<file path="config.mk">
export PLATFORM = sky130hd
export DESIGN_NAME = ex_mem_flat
export DESIGN_NICKNAME = d
export VERILOG_FILES = /design/src/rtl/ex_mem_if.sv /design/src/rtl/ex_mem.sv /design/src/flat_wrapper.sv
export SDC_FILE = /design/constraint.sdc
export NUM_CORES = 1
export LEC_CHECK = 0
export BUFFER_PORTS_ARGS = -buffer_cell sky130_fd_sc_hd__buf_4
export CAP_MARGIN = 10
export CORE_AREA = 2 2 92 102
export DETAILED_ROUTE_END_ITERATION = 16
export DIE_AREA = 0 0 94 104
export GPL_TIMING_DRIVEN = 0
export PLACE_DENSITY = 0.78
export SLEW_MARGIN = 10
export SYNTH_ARGS = -nofsm -noshare
export SYNTH_HDL_FRONTEND = slang
export SYNTH_SLANG_ARGS = --single-unit
</file>
<file path="constraint.sdc">
create_clock -name clk -period 1.06 [get_ports clk]
set_input_delay 0.106 -clock clk [delete_from_list [all_inputs] [get_ports clk]]
set_output_delay 0.106 -clock clk [all_outputs]
set_load 0.05 [all_outputs]
</file>
<file path="src/rtl/ex_mem_if.sv">
// EX/MEM pipeline register bus: EX-side inputs, hazard controls and registered MEM-side outputs.
// The master modport belongs to the upstream EX stage. The slave modport is the EX/MEM register itself.
interface ex_mem_if #(
  parameter int WIDTH = 32
);
  logic             stall;
  logic             flush;
  logic             valid_in;
  logic [WIDTH-1:0] alu_in;
  logic [WIDTH-1:0] bbus_in;
  logic [WIDTH-1:0] dsel_in;
  logic             storeValIn;
  logic             loadValIn;
  logic             setValIn;
  logic [1:0]       setValTypeIn;
  logic             z_in;
  logic             n_in;
  logic             v_in;

  logic             valid_out;
  logic [WIDTH-1:0] dout;
  logic [WIDTH-1:0] bbus_out;
  logic [WIDTH-1:0] dSelOut;
  logic             storeValOut;
  logic             loadValOut;

  modport master (
    output stall, flush, valid_in, alu_in, bbus_in, dsel_in,
           storeValIn, loadValIn, setValIn, setValTypeIn, z_in, n_in, v_in,
    input  valid_out, dout, bbus_out, dSelOut, storeValOut, loadValOut
  );

  modport slave (
    input  stall, flush, valid_in, alu_in, bbus_in, dsel_in,
           storeValIn, loadValIn, setValIn, setValTypeIn, z_in, n_in, v_in,
    output valid_out, dout, bbus_out, dSelOut, storeValOut, loadValOut
  );
endinterface

</file>
<file path="src/rtl/ex_mem.sv">
// EX/MEM pipeline register with set-instruction resolution, stall/flush and valid tracking.
// Defining EX_MEM_PERF_EN adds the bubble_cnt and stall_cnt performance counters.
module ex_mem #(
  parameter int WIDTH = 32
) (
  input  logic        clk,
  input  logic        rst_n,
  ex_mem_if.slave     bus
`ifdef EX_MEM_PERF_EN
  ,
  output logic [31:0] bubble_cnt,
  output logic [31:0] stall_cnt
`endif
);

  logic             set_cond;
  logic             use_set;
  logic [WIDTH-1:0] dout_next;

  // Set condition from the ALU flags. Loads and stores need the ALU result as an address, so they suppress the set.
  always_comb begin
    set_cond = 1'b0;
    case (bus.setValTypeIn)
      2'b00:   set_cond = bus.n_in ^ bus.v_in;
      2'b01:   set_cond = (bus.n_in ^ bus.v_in) | bus.z_in;
      2'b10:   set_cond = bus.z_in;
      default: set_cond = ~bus.z_in;
    endcase
    use_set   = bus.setValIn & ~bus.storeValIn & ~bus.loadValIn;
    dout_next = use_set ? {{(WIDTH-1){1'b0}}, set_cond} : bus.alu_in;
  end

  always_ff @(posedge clk or negedge rst_n) begin
    if (!rst_n) begin
      bus.valid_out   <= 1'b0;
      bus.dout        <= '0;
      bus.bbus_out    <= '0;
      bus.dSelOut     <= '0;
      bus.storeValOut <= 1'b0;
      bus.loadValOut  <= 1'b0;
    end else if (bus.flush) begin
      bus.valid_out   <= 1'b0;
      bus.dout        <= '0;
      bus.bbus_out    <= '0;
      bus.dSelOut     <= '0;
      bus.storeValOut <= 1'b0;
      bus.loadValOut  <= 1'b0;
    end else if (!bus.stall) begin
      // An invalid slot must never write a register or touch memory.
      bus.valid_out   <= bus.valid_in;
      bus.dout        <= dout_next;
      bus.bbus_out    <= bus.bbus_in;
      bus.dSelOut     <= bus.valid_in ? bus.dsel_in : '0;
      bus.storeValOut <= bus.valid_in & bus.storeValIn;
      bus.loadValOut  <= bus.valid_in & bus.loadValIn;
    end
  end

`ifdef EX_MEM_PERF_EN
  // A bubble is either a flush or a load of an empty EX slot. Both counters wrap naturally.
  always_ff @(posedge clk or negedge rst_n) begin
    if (!rst_n) begin
      bubble_cnt <= '0;
      stall_cnt  <= '0;
    end else begin
      if (bus.flush || (!bus.stall && !bus.valid_in)) begin
        bubble_cnt <= bubble_cnt + 32'd1;
      end
      if (bus.stall && !bus.flush) begin
        stall_cnt <= stall_cnt + 32'd1;
      end
    end
  end
`endif

endmodule

</file>
<file path="src/flat_wrapper.sv">
// flat-port wrapper written by rule: the top's interface ports become plain ports
module ex_mem_flat 
#(
  parameter int WIDTH = 32
)
  (clk, rst_n, bus_stall, bus_flush, bus_valid_in, bus_alu_in, bus_bbus_in, bus_dsel_in, bus_storeValIn, bus_loadValIn, bus_setValIn, bus_setValTypeIn, bus_z_in, bus_n_in, bus_v_in, bus_valid_out, bus_dout, bus_bbus_out, bus_dSelOut, bus_storeValOut, bus_loadValOut);
  ex_mem_if #(.WIDTH(WIDTH)) bus_i ();
  input  logic clk;
  input  logic rst_n;
  input wire logic [$bits(bus_i.stall)-1:0] bus_stall;
  input wire logic [$bits(bus_i.flush)-1:0] bus_flush;
  input wire logic [$bits(bus_i.valid_in)-1:0] bus_valid_in;
  input wire logic [$bits(bus_i.alu_in)-1:0] bus_alu_in;
  input wire logic [$bits(bus_i.bbus_in)-1:0] bus_bbus_in;
  input wire logic [$bits(bus_i.dsel_in)-1:0] bus_dsel_in;
  input wire logic [$bits(bus_i.storeValIn)-1:0] bus_storeValIn;
  input wire logic [$bits(bus_i.loadValIn)-1:0] bus_loadValIn;
  input wire logic [$bits(bus_i.setValIn)-1:0] bus_setValIn;
  input wire logic [$bits(bus_i.setValTypeIn)-1:0] bus_setValTypeIn;
  input wire logic [$bits(bus_i.z_in)-1:0] bus_z_in;
  input wire logic [$bits(bus_i.n_in)-1:0] bus_n_in;
  input wire logic [$bits(bus_i.v_in)-1:0] bus_v_in;
  output wire logic [$bits(bus_i.valid_out)-1:0] bus_valid_out;
  output wire logic [$bits(bus_i.dout)-1:0] bus_dout;
  output wire logic [$bits(bus_i.bbus_out)-1:0] bus_bbus_out;
  output wire logic [$bits(bus_i.dSelOut)-1:0] bus_dSelOut;
  output wire logic [$bits(bus_i.storeValOut)-1:0] bus_storeValOut;
  output wire logic [$bits(bus_i.loadValOut)-1:0] bus_loadValOut;
  assign bus_i.stall = bus_stall;
  assign bus_i.flush = bus_flush;
  assign bus_i.valid_in = bus_valid_in;
  assign bus_i.alu_in = bus_alu_in;
  assign bus_i.bbus_in = bus_bbus_in;
  assign bus_i.dsel_in = bus_dsel_in;
  assign bus_i.storeValIn = bus_storeValIn;
  assign bus_i.loadValIn = bus_loadValIn;
  assign bus_i.setValIn = bus_setValIn;
  assign bus_i.setValTypeIn = bus_setValTypeIn;
  assign bus_i.z_in = bus_z_in;
  assign bus_i.n_in = bus_n_in;
  assign bus_i.v_in = bus_v_in;
  assign bus_valid_out = bus_i.valid_out;
  assign bus_dout = bus_i.dout;
  assign bus_bbus_out = bus_i.bbus_out;
  assign bus_dSelOut = bus_i.dSelOut;
  assign bus_storeValOut = bus_i.storeValOut;
  assign bus_loadValOut = bus_i.loadValOut;
  ex_mem #(.WIDTH(WIDTH)) u_core (.clk(clk), .rst_n(rst_n), .bus(bus_i));
endmodule
</file>
==> results of run 1 <==
[layout make-up]
class                   count  area, um^2  share of cell area [%]
multi-input cells         143        1150                    15.9
diodes                      1        2.50                  0.0347
flip-flops and latches     99        2480                    34.4
clock buffers              10         138                    1.91
clock inverters             6        88.8                    1.23
well taps                 114         143                    1.98
plain buffers              21         151                    2.10
repair buffers            326        3050                    42.4
[timing repair]
item                                    in CTS  in global routing
resized for setup                           75                 25
endpoints found under the setup margin      75                 75
buffers inserted                             0                 28
hold endpoints to repair                    93                 99
[power by group through the flow]
stage / Clock, uW / Combinational (uW) / Sequential [uW]
2_1_floorplan: 0 / 371 / 4800
3_3_place_gp: 0 / 1810 / 4130
3_5_place_dp: 0 / 1840 / 4140
4_1_cts: 2730 / 2210 / 4100
5_1_grt: 2940 / 2480 / 4140
6_report: 2740 / 2380 / 4120
[logic make-up (layout without fill, tap and decap cells)]
family / after synthesis / in the layout / synth area share, %
AOI/OAI and AO/OA: 69 / 69 / 16.1
xor gates and xnor gates: 2 / 2 / 0.466
buffers and inverters: 21 / 363 / 4.03
DFF: 99 / 99 / 65.9
muxes: 32 / 32 / 8.52
other: 0 / 1 / 0
and+or+nand+nor: 40 / 40 / 4.96
[state kept, by name, summed over array words and instances (netlist names)]
name,flops
u_core.bus.dout,32
u_core.bus.storeValOut,1
u_core.bus.bbus_out,32
u_core.bus.valid_out,1
u_core.bus.loadValOut,1
u_core.bus.dSelOut,32
[metrics by stage]
stage	area [um^2]	hold slack [ns]
3_3_place_gp	5450	0.323
5_1_grt	7200	-0.105
2_1_floorplan	3760	-0.190
6_report	7200	-0.191
4_1_cts	6880	0.00360
3_5_place_dp	5450	0.327
[how the worst max path moves through the flow]
stage	cells after the start	slack, ns	endpoint
global placement	1	-0.21	u_core.bus.dout[0]$_DFFE_PN0P_
global route	1	-0.06	bus_dout[8]
floorplan	3	-0.04	u_core.bus.dout[0]$_DFFE_PN0P_
finish	1	-0.03	bus_dout[1]
detailed placement	1	-0.25	u_core.bus.dout[0]$_DFFE_PN0P_
CTS	1	-0.008	bus_dout[0]
[per-layer routing]
metal  global-route usage, %  vias up  wire (um)  part of all wire, %
met4                    14.3        0        651                  4.6
li1                        -     1631          -                    -
met3                    5.07       52        901                  6.4
met1                    29.0     1834       4820                   34
met2                    49.1      188       7780                   55
met5                       0        -          0                    0
[cell usage in the layout (no fill, tap or decap), types with 4 or more instances in the layout]
master	instances
sky130_fd_sc_hd__a22o_1	65
sky130_fd_sc_hd__buf_2	4
sky130_fd_sc_hd__buf_4	142
sky130_fd_sc_hd__buf_6	105
sky130_fd_sc_hd__clkbuf_1	4
sky130_fd_sc_hd__clkbuf_8	10
sky130_fd_sc_hd__dfrtp_1	98
sky130_fd_sc_hd__dlygate4sd3_1	92
sky130_fd_sc_hd__mux2i_1	32
sky130_fd_sc_hd__nor2_1	32
==> results.txt, run 1 <==
----------------------------------------------------
[Status]
  Result of the run ... complete, but fails checks
  Violated checks ... negative hold slack, negative setup slack

[Job]
  Max-cap violations ... 0

[Final layout]
  Share of post-route cells with drive strength above 1 ... 45.0%
  Area growth from synthesis to final layout ... 91.6%
  Non-filler instance count after layout ... 720
  Fill cells ... 492
  Net total in the final layout ... 709
  Final core utilization ... 82.0%

[Worst setup path]
  Startpoint types ... flop
  Buffers and inverters on the worst path ... 1
  Reg2reg setup slack ... 0.08 ns
  Critical path's slowest cell ... sky130_fd_sc_hd__dfrtp_1
  Top cell family by delay on the critical path ... flip-flops
  Cells traversed along the worst timing path ... buf_6
  Data arrival time of the critical path ... 0.98 ns
  Worst setup path start ... u_core.bus.dout[1]$_DFFE_PN0P_
  Type of the worst setup path ... flop to output port
  Endpoint of the lowest-slack register-to-register path ... u_core.bus.dout[0]$_DFFE_PN0P_
  Startpoint of the worst register-to-register path ... u_core.bus.dout[0]$_DFFE_PN0P_
  Highest net fanout along the worst path ... 2
  Logic depth of the worst register-to-register path ... 3
  Required time of the worst setup path ... 0.95 ns
  Maximum cell stage delay along the critical path ... 0.44 ns
  Kind of end point of the critical path ... output port

[Die]
  Number of placed I/O pins ... 208
  Die X ... 94 um
  Die span in y ... 104 um
  Standard-cell row count ... 36
  Initial core utilization ... 42.8%
  Die area ... 9780 um^2
  Standard cell core area ... 8780 um^2

[Power and ir drop]
  Fraction of power consumed by the clock network ... 29.7%
  Share of total power consumed by net switching ... 30.1%
  Switching power of the nets ... 2780 uW
  Fraction of power consumed by sequential logic ... 44.6%
  Pwr dens ... 1280 nW/um^2
  Internal cell power ... 6470 uW
  Power after layout ... 9240 uW
  Peak supply drop ... 0.700 mV
  Lkg Pwr ... 0.00372 uW
  Combinational Power Share ... 25.7%

[Yosys]
  Flip-flop and latch count after synthesis ... 99
  Unique masters post-synth ... 20
  Instance count of the mapped netlist ... 263
  Library cell with the highest instance count after synthesis ... sky130_fd_sc_hd__dfrtp_1
  Leading post-synthesis cells by instance count ... sky130_fd_sc_hd__dfrtp_1 (99), sky130_fd_sc_hd__a22o_1 (65), sky130_fd_sc_hd__mux2i_1 (32), sky130_fd_sc_hd__nor2_1 (32), sky130_fd_sc_hd__buf_4 (8)
  Leading cell types by total area after synthesis ... sky130_fd_sc_hd__dfrtp_1 (66%), sky130_fd_sc_hd__a22o_1 (15%), sky130_fd_sc_hd__mux2i_1 (8.5%)
  Average cell area after synthesis ... 14.3 um^2
  Library cell with the largest summed area after synthesis ... sky130_fd_sc_hd__dfrtp_1
  Combined area of all synthesized cells ... 3760 um^2
  Number of enable flip-flop cells after synthesis ... 0
  Share of async-settable or async-resettable flops after synthesis ... 100%
  Fraction of the yosys area taken by sequential cells ... 65.9%
  Number of synthesis warnings ... 0
  Net count after synthesis ... 372
  Top cell type's share of synthesized area ... 65.9%
  Predominant post-synthesis flop cell ... sky130_fd_sc_hd__dfrtp_1

[STA]
  Final worst hold slack ... -0.191 ns
  Final worst path period share ... 102%
  Remaining max-slew budget at the tightest pin ... 40.8%
  Count of pins over their slew limit ... 0
  Post-layout min period ... 1.09 ns
  Skew final ... 0 ns
  Setup violators final ... 10
  Worst slew pin tran ... 0.888 ns
  Sum of negative setup slack ... -0.119 ns
  Unrepaired setup endpoints after global routing ... yes
  Slack of the critical path ... -0.0265 ns
  Fmax ... 920 MHz
  Fin. Hold Viols ... 99

[CTS]
  Clock sink total ... 99
  Clock tree buffer depth ... 2
  Number of H-tree branching levels ... 3
  Clock transition at the registers of the reported paths ... 0.11 ns
  Clock root cell ... sky130_fd_sc_hd__clkbuf_8
  CTS tree ... built
  Number of buffers added to fix hold violations after cts ... 92
  Clk_lat worst skew ... 0.35 ns
  Clock buffer count from CTS ... 9

[Global route]
  Global-route wire length before repair ... 20100 um
  Number of global-route vias before repair ... 3913
  Pin count of the biggest net entering global routing ... 100
  Total GRT Usage ... 27.0%
  Grt total ovfl ... 0
  Number of antenna violations at the first check in global routing ... 1

[Drt]
  Total via count after detailed routing ... 3705
  Post-DRT Antenna Nets ... 0
  Number of detailed-routing iterations run before antenna repair ... 5
  Initial detailed-routing violation count ... 148
  Routed length per instance ... 19.7 um
  Vias/cell ... 5.15
  DR DRC count ... 0
  Final wirelength ... 14200 um

[Place]
  Detailed-placement wirelength estimate ... 7420 um
  Pre-CTS setup slack ... -0.254 ns
  Placer's final routability congestion estimate ... 0.766
  Placed cells ... 583
  Input/output buffers ... 206

[Hold path]
  Worst min-delay path category ... primary input to asynchronous set/reset pin

----------------------------------------------------
Note: power is estimated with default switching activity, not from simulation.
==> run 2: changes to the inputs <==
--- a/config.mk
+++ b/config.mk
@@ -7,11 +7,11 @@
 export LEC_CHECK = 0
 export BUFFER_PORTS_ARGS = -buffer_cell sky130_fd_sc_hd__buf_4
 export CAP_MARGIN = 10
-export CORE_AREA = 2 2 92 102
+export CORE_AREA = 2 2 88 98
 export DETAILED_ROUTE_END_ITERATION = 16
-export DIE_AREA = 0 0 94 104
+export DIE_AREA = 0 0 90 100
 export GPL_TIMING_DRIVEN = 0
-export PLACE_DENSITY = 0.78
+export PLACE_DENSITY = 0.84
 export SLEW_MARGIN = 10
 export SYNTH_ARGS = -nofsm -noshare
 export SYNTH_HDL_FRONTEND = slang
==> constraint.sdc (replaced) <==
create_clock -name clk -period 1.35 [get_ports clk]
set_input_delay 0.135 -clock clk [delete_from_list [all_inputs] [get_ports clk]]
set_output_delay 0.135 -clock clk [all_outputs]
set_load 0.05 [all_outputs]
==> results.txt, run 2 (same netlist as run 1, synthesis figures left out) <==
----------------------------------------------------
[Final layout]
  Net total in the final layout ... 639 (-9.9%)
  Most frequent standard cell in the layout excluding fill and tap cells ... sky130_fd_sc_hd__buf_4
  Non-filler instance count after layout ... 645 (-10%)
  Number of antenna diodes ... 0 (-1)
  Largest registers ... u_core.bus.bbus_out: 32 flops, u_core.bus.dSelOut: 32 flops, u_core.bus.dout: 32 flops
  Highest-count cells in the layout ignoring fill and taps ... sky130_fd_sc_hd__buf_4 (213), sky130_fd_sc_hd__dfrtp_1 (99), sky130_fd_sc_hd__a22o_1 (65)
  Fill cells ... 536 (+8.9%)
  Area growth from synthesis to final layout ... 62.6%
  Share of post-route cells with drive strength above 1 ... 44.9% (about the same)

[Die]
  Die span in y ... 100 um (-3.8%)
  Die X ... 90 um (-4.3%)
  Standard cell core area ... 8150 um^2 (-7.3%)
  Initial core utilization ... 46.1% (+3.4 points)
  Number of placed I/O pins ... 208 (unchanged)
  Die area ... 9000 um^2 (-7.9%)
  Standard-cell row count ... 35 (-2.8%)

[Job]
  Max-cap violations ... 0 (unchanged)

[Place]
  Placed cells ... 580 (-0.51%)
  Placer's final routability congestion estimate ... 0.782 (+2.1%)
  Input/output buffers ... 206 (unchanged)
  Detailed-placement wirelength estimate ... 7400 um (-0.31%)

[Drt]
  Final wirelength ... 11500 um (-19%)
  Detail Route met3 WL ... 603 um (-33%)
  Initial detailed-routing violation count ... 165 (+11%)
  Number of detailed-routing iterations run before antenna repair ... 4 (-1)
  DR DRC count ... 0 (unchanged)
  Vias/cell ... 5.09 (-1.1%)
  Metal1 wirelength ... 4340 um (-9.9%)
  Highest metal layer with signal wires ... met4
  Total via count after detailed routing ... 3284 (-11%)
  Wire length on met2 ... 6360 um (-18%)
  Routed length per instance ... 17.8 um (-9.4%)
  Post-DRT Antenna Nets ... 0 (unchanged)

[Worst setup path]
  Cells traversed along the worst timing path ... buf_4
  Required time of the worst setup path ... 1.22 ns (+0.27 ns)
  Logic depth of the worst register-to-register path ... 3 (unchanged)
  Buffers and inverters on the worst path ... 1 (unchanged)
  Endpoint of the lowest-slack register-to-register path ... u_core.bus.dout[0]$_DFFE_PN0P_
  Reg2reg setup slack ... 0.33 ns (+0.25 ns)
  Critical path's slowest cell ... sky130_fd_sc_hd__dfrtp_1
  Startpoint of the worst register-to-register path ... u_core.bus.dout[0]$_DFFE_PN0P_
  Capturing instance or port of the critical path ... bus_dout[4]
  Startpoint types ... flop
  Worst setup path start ... u_core.bus.dout[4]$_DFFE_PN0P_
  Top cell family by delay on the critical path ... flip-flops
  Data arrival time of the critical path ... 0.98 ns (about the same)
  Highest net fanout along the worst path ... 2 (unchanged)
  Maximum cell stage delay along the critical path ... 0.43 ns (about the same)
  Stages on the worst setup path ... 1 (unchanged)
  Type of the worst setup path ... flop to output port
  Kind of end point of the critical path ... output port

[CTS]
  Clock transition at the registers of the reported paths ... 0.10 ns (about the same)
  Number of H-tree branching levels ... 3 (unchanged)
  CTS tree ... built
  Clk_lat worst skew ... 0.34 ns (about the same)
  Clock root cell ... sky130_fd_sc_hd__clkbuf_8
  Clock sink total ... 99 (unchanged)
  Clock buffer count from CTS ... 9 (unchanged)
  CTS resizes ... 0 (-100%)
  Clock tree buffer depth ... 2 (unchanged)

[STA]
  Skew final ... 0 ns (unchanged)
  Final worst path period share ... 82.5%
  Unrepaired setup endpoints after global routing ... no
  Final worst hold slack ... 0.00967 ns (+0.201 ns)
  Setup violators final ... 0 (-10)
  Sum of negative setup slack ... 0 ns (+0.119 ns)
  Fmax ... 898 MHz
  Remaining max-slew budget at the tightest pin ... 41.9% (+1.1 points)
  Post-layout min period ... 1.11 ns
  Fin. Hold Viols ... 0 (-100%)
  Worst slew pin tran ... 0.872 ns (-0.0159 ns)
  Count of pins over their slew limit ... 0 (unchanged)

[Power and ir drop]
  Switching power of the nets ... 2040 uW (-27%)
  Power after layout ... 6470 uW (-30%)
  Share of total power consumed by net switching ... 31.6% (+1.5 points)
  Lkg Pwr ... 0.00328 uW (-12%)
  Internal cell power ... 4430 uW (-32%)
  Combinational Power Share ... 24.3% (-1.4 points)
  Peak supply drop ... 0.693 mV (-0.98%)
  Fraction of power consumed by the clock network ... 26.2% (-3.5 points)
  Pwr dens ... 1060 nW/um^2 (-18%)
  Fraction of power consumed by sequential logic ... 49.6% (+5.0 points)

[Global route]
  Number of antenna violations at the first check in global routing ... 0 (-1)
  Global-route wire length before repair ... 17700 um (-12%)
  Grt total ovfl ... 0 (unchanged)
  Pin count of the biggest net entering global routing ... 100 (unchanged)
  Total GRT Usage ... 25.0% (-2.0 points)
  Number of global-route vias before repair ... 3434 (-12%)

[Status]
  Result of the run ... finished clean

[Hold path]
  Number of cells traversed by the worst hold path ... 2
  Worst min-delay path category ... primary input to flop

----------------------------------------------------
## run 2: cell count changes in the layout (fill, tap and decap cells not counted), sizes merged
cell | previous run | this run
buf | 251 | 223
bufinv | 2 | 0
clkinv | 2 | 1
diode | 1 | 0
dlygate4sd3 | 92 | 50
inv | 0 | 2
## run 2: final cells by class
class,count,area (um^2),area share [%]
clock buffers,10,128,2.09
flip-flops and latches,99,2480,40.5
repair buffers,256,2050,33.5
clock inverters,5,37.5,0.614
plain buffers,21,151,2.48
multi-input cells,143,1130,18.5
well taps,111,139,2.27
## run 2: per-stage QoR
stage	instance area, um^2	setup slack, ns	utilization, %
final	6110	0.236	75.1
after floorplan	3760	0.0891	-
after global placement	5440	0.141	66.8
after detailed placement	5440	0.0961	66.8
after CTS	6090	0.237	74.8
after global routing	6110	0.130	75.1
## run 2: what timing repair did
item / CTS / global route
setup endpoints to repair: 0 / 0
hold buffers: 48 / 2
setup buffers: 0 / 0
endpoints found under the hold margin: 48 / 100
## run 2: worst min-delay path by stage
stage          slack (ns)       startpoint                                 end
4_1_cts            0.0003  bus_dsel_in[28]  u_core.bus.dSelOut[28]$_DFFE_PN0P_
2_1_floorplan       -0.16            rst_n  u_core.bus.bbus_out[0]$_DFFE_PN0P_
3_5_place_dp         0.35    bus_alu_in[1]      u_core.bus.dout[1]$_DFFE_PN0P_
5_1_grt            -0.002   bus_alu_in[29]     u_core.bus.dout[29]$_DFFE_PN0P_
3_3_place_gp         0.35   bus_dsel_in[5]   u_core.bus.dSelOut[5]$_DFFE_PN0P_
6_report             0.01  bus_dsel_in[28]  u_core.bus.dSelOut[28]$_DFFE_PN0P_
## run 2: power by group through the flow
stage | Sequential [uW] | Clock, uW | Combinational [uW]
after global routing | 3220 | 1840 | 1650
after CTS | 3200 | 1700 | 1560
after global placement | 3250 | 0 | 1410
after floorplan | 3770 | 0 | 288
final | 3210 | 1690 | 1570
after detailed placement | 3250 | 0 | 1440
## run 2: worst reg2reg max path: stages, from the launching register on
cell                        delay [ns]
sky130_fd_sc_hd__dfrtp_1          0.38
sky130_fd_sc_hd__nand2_1          0.07
sky130_fd_sc_hd__o211a_1          0.12
sky130_fd_sc_hd__a2111oi_1        0.33
## run 2: layer usage
layer	up-vias	global-route usage (%)
li1	1484	-
met1	1649	29.9
met2	137	45.9
met3	14	4.73
met4	0	8.52
met5	-	0
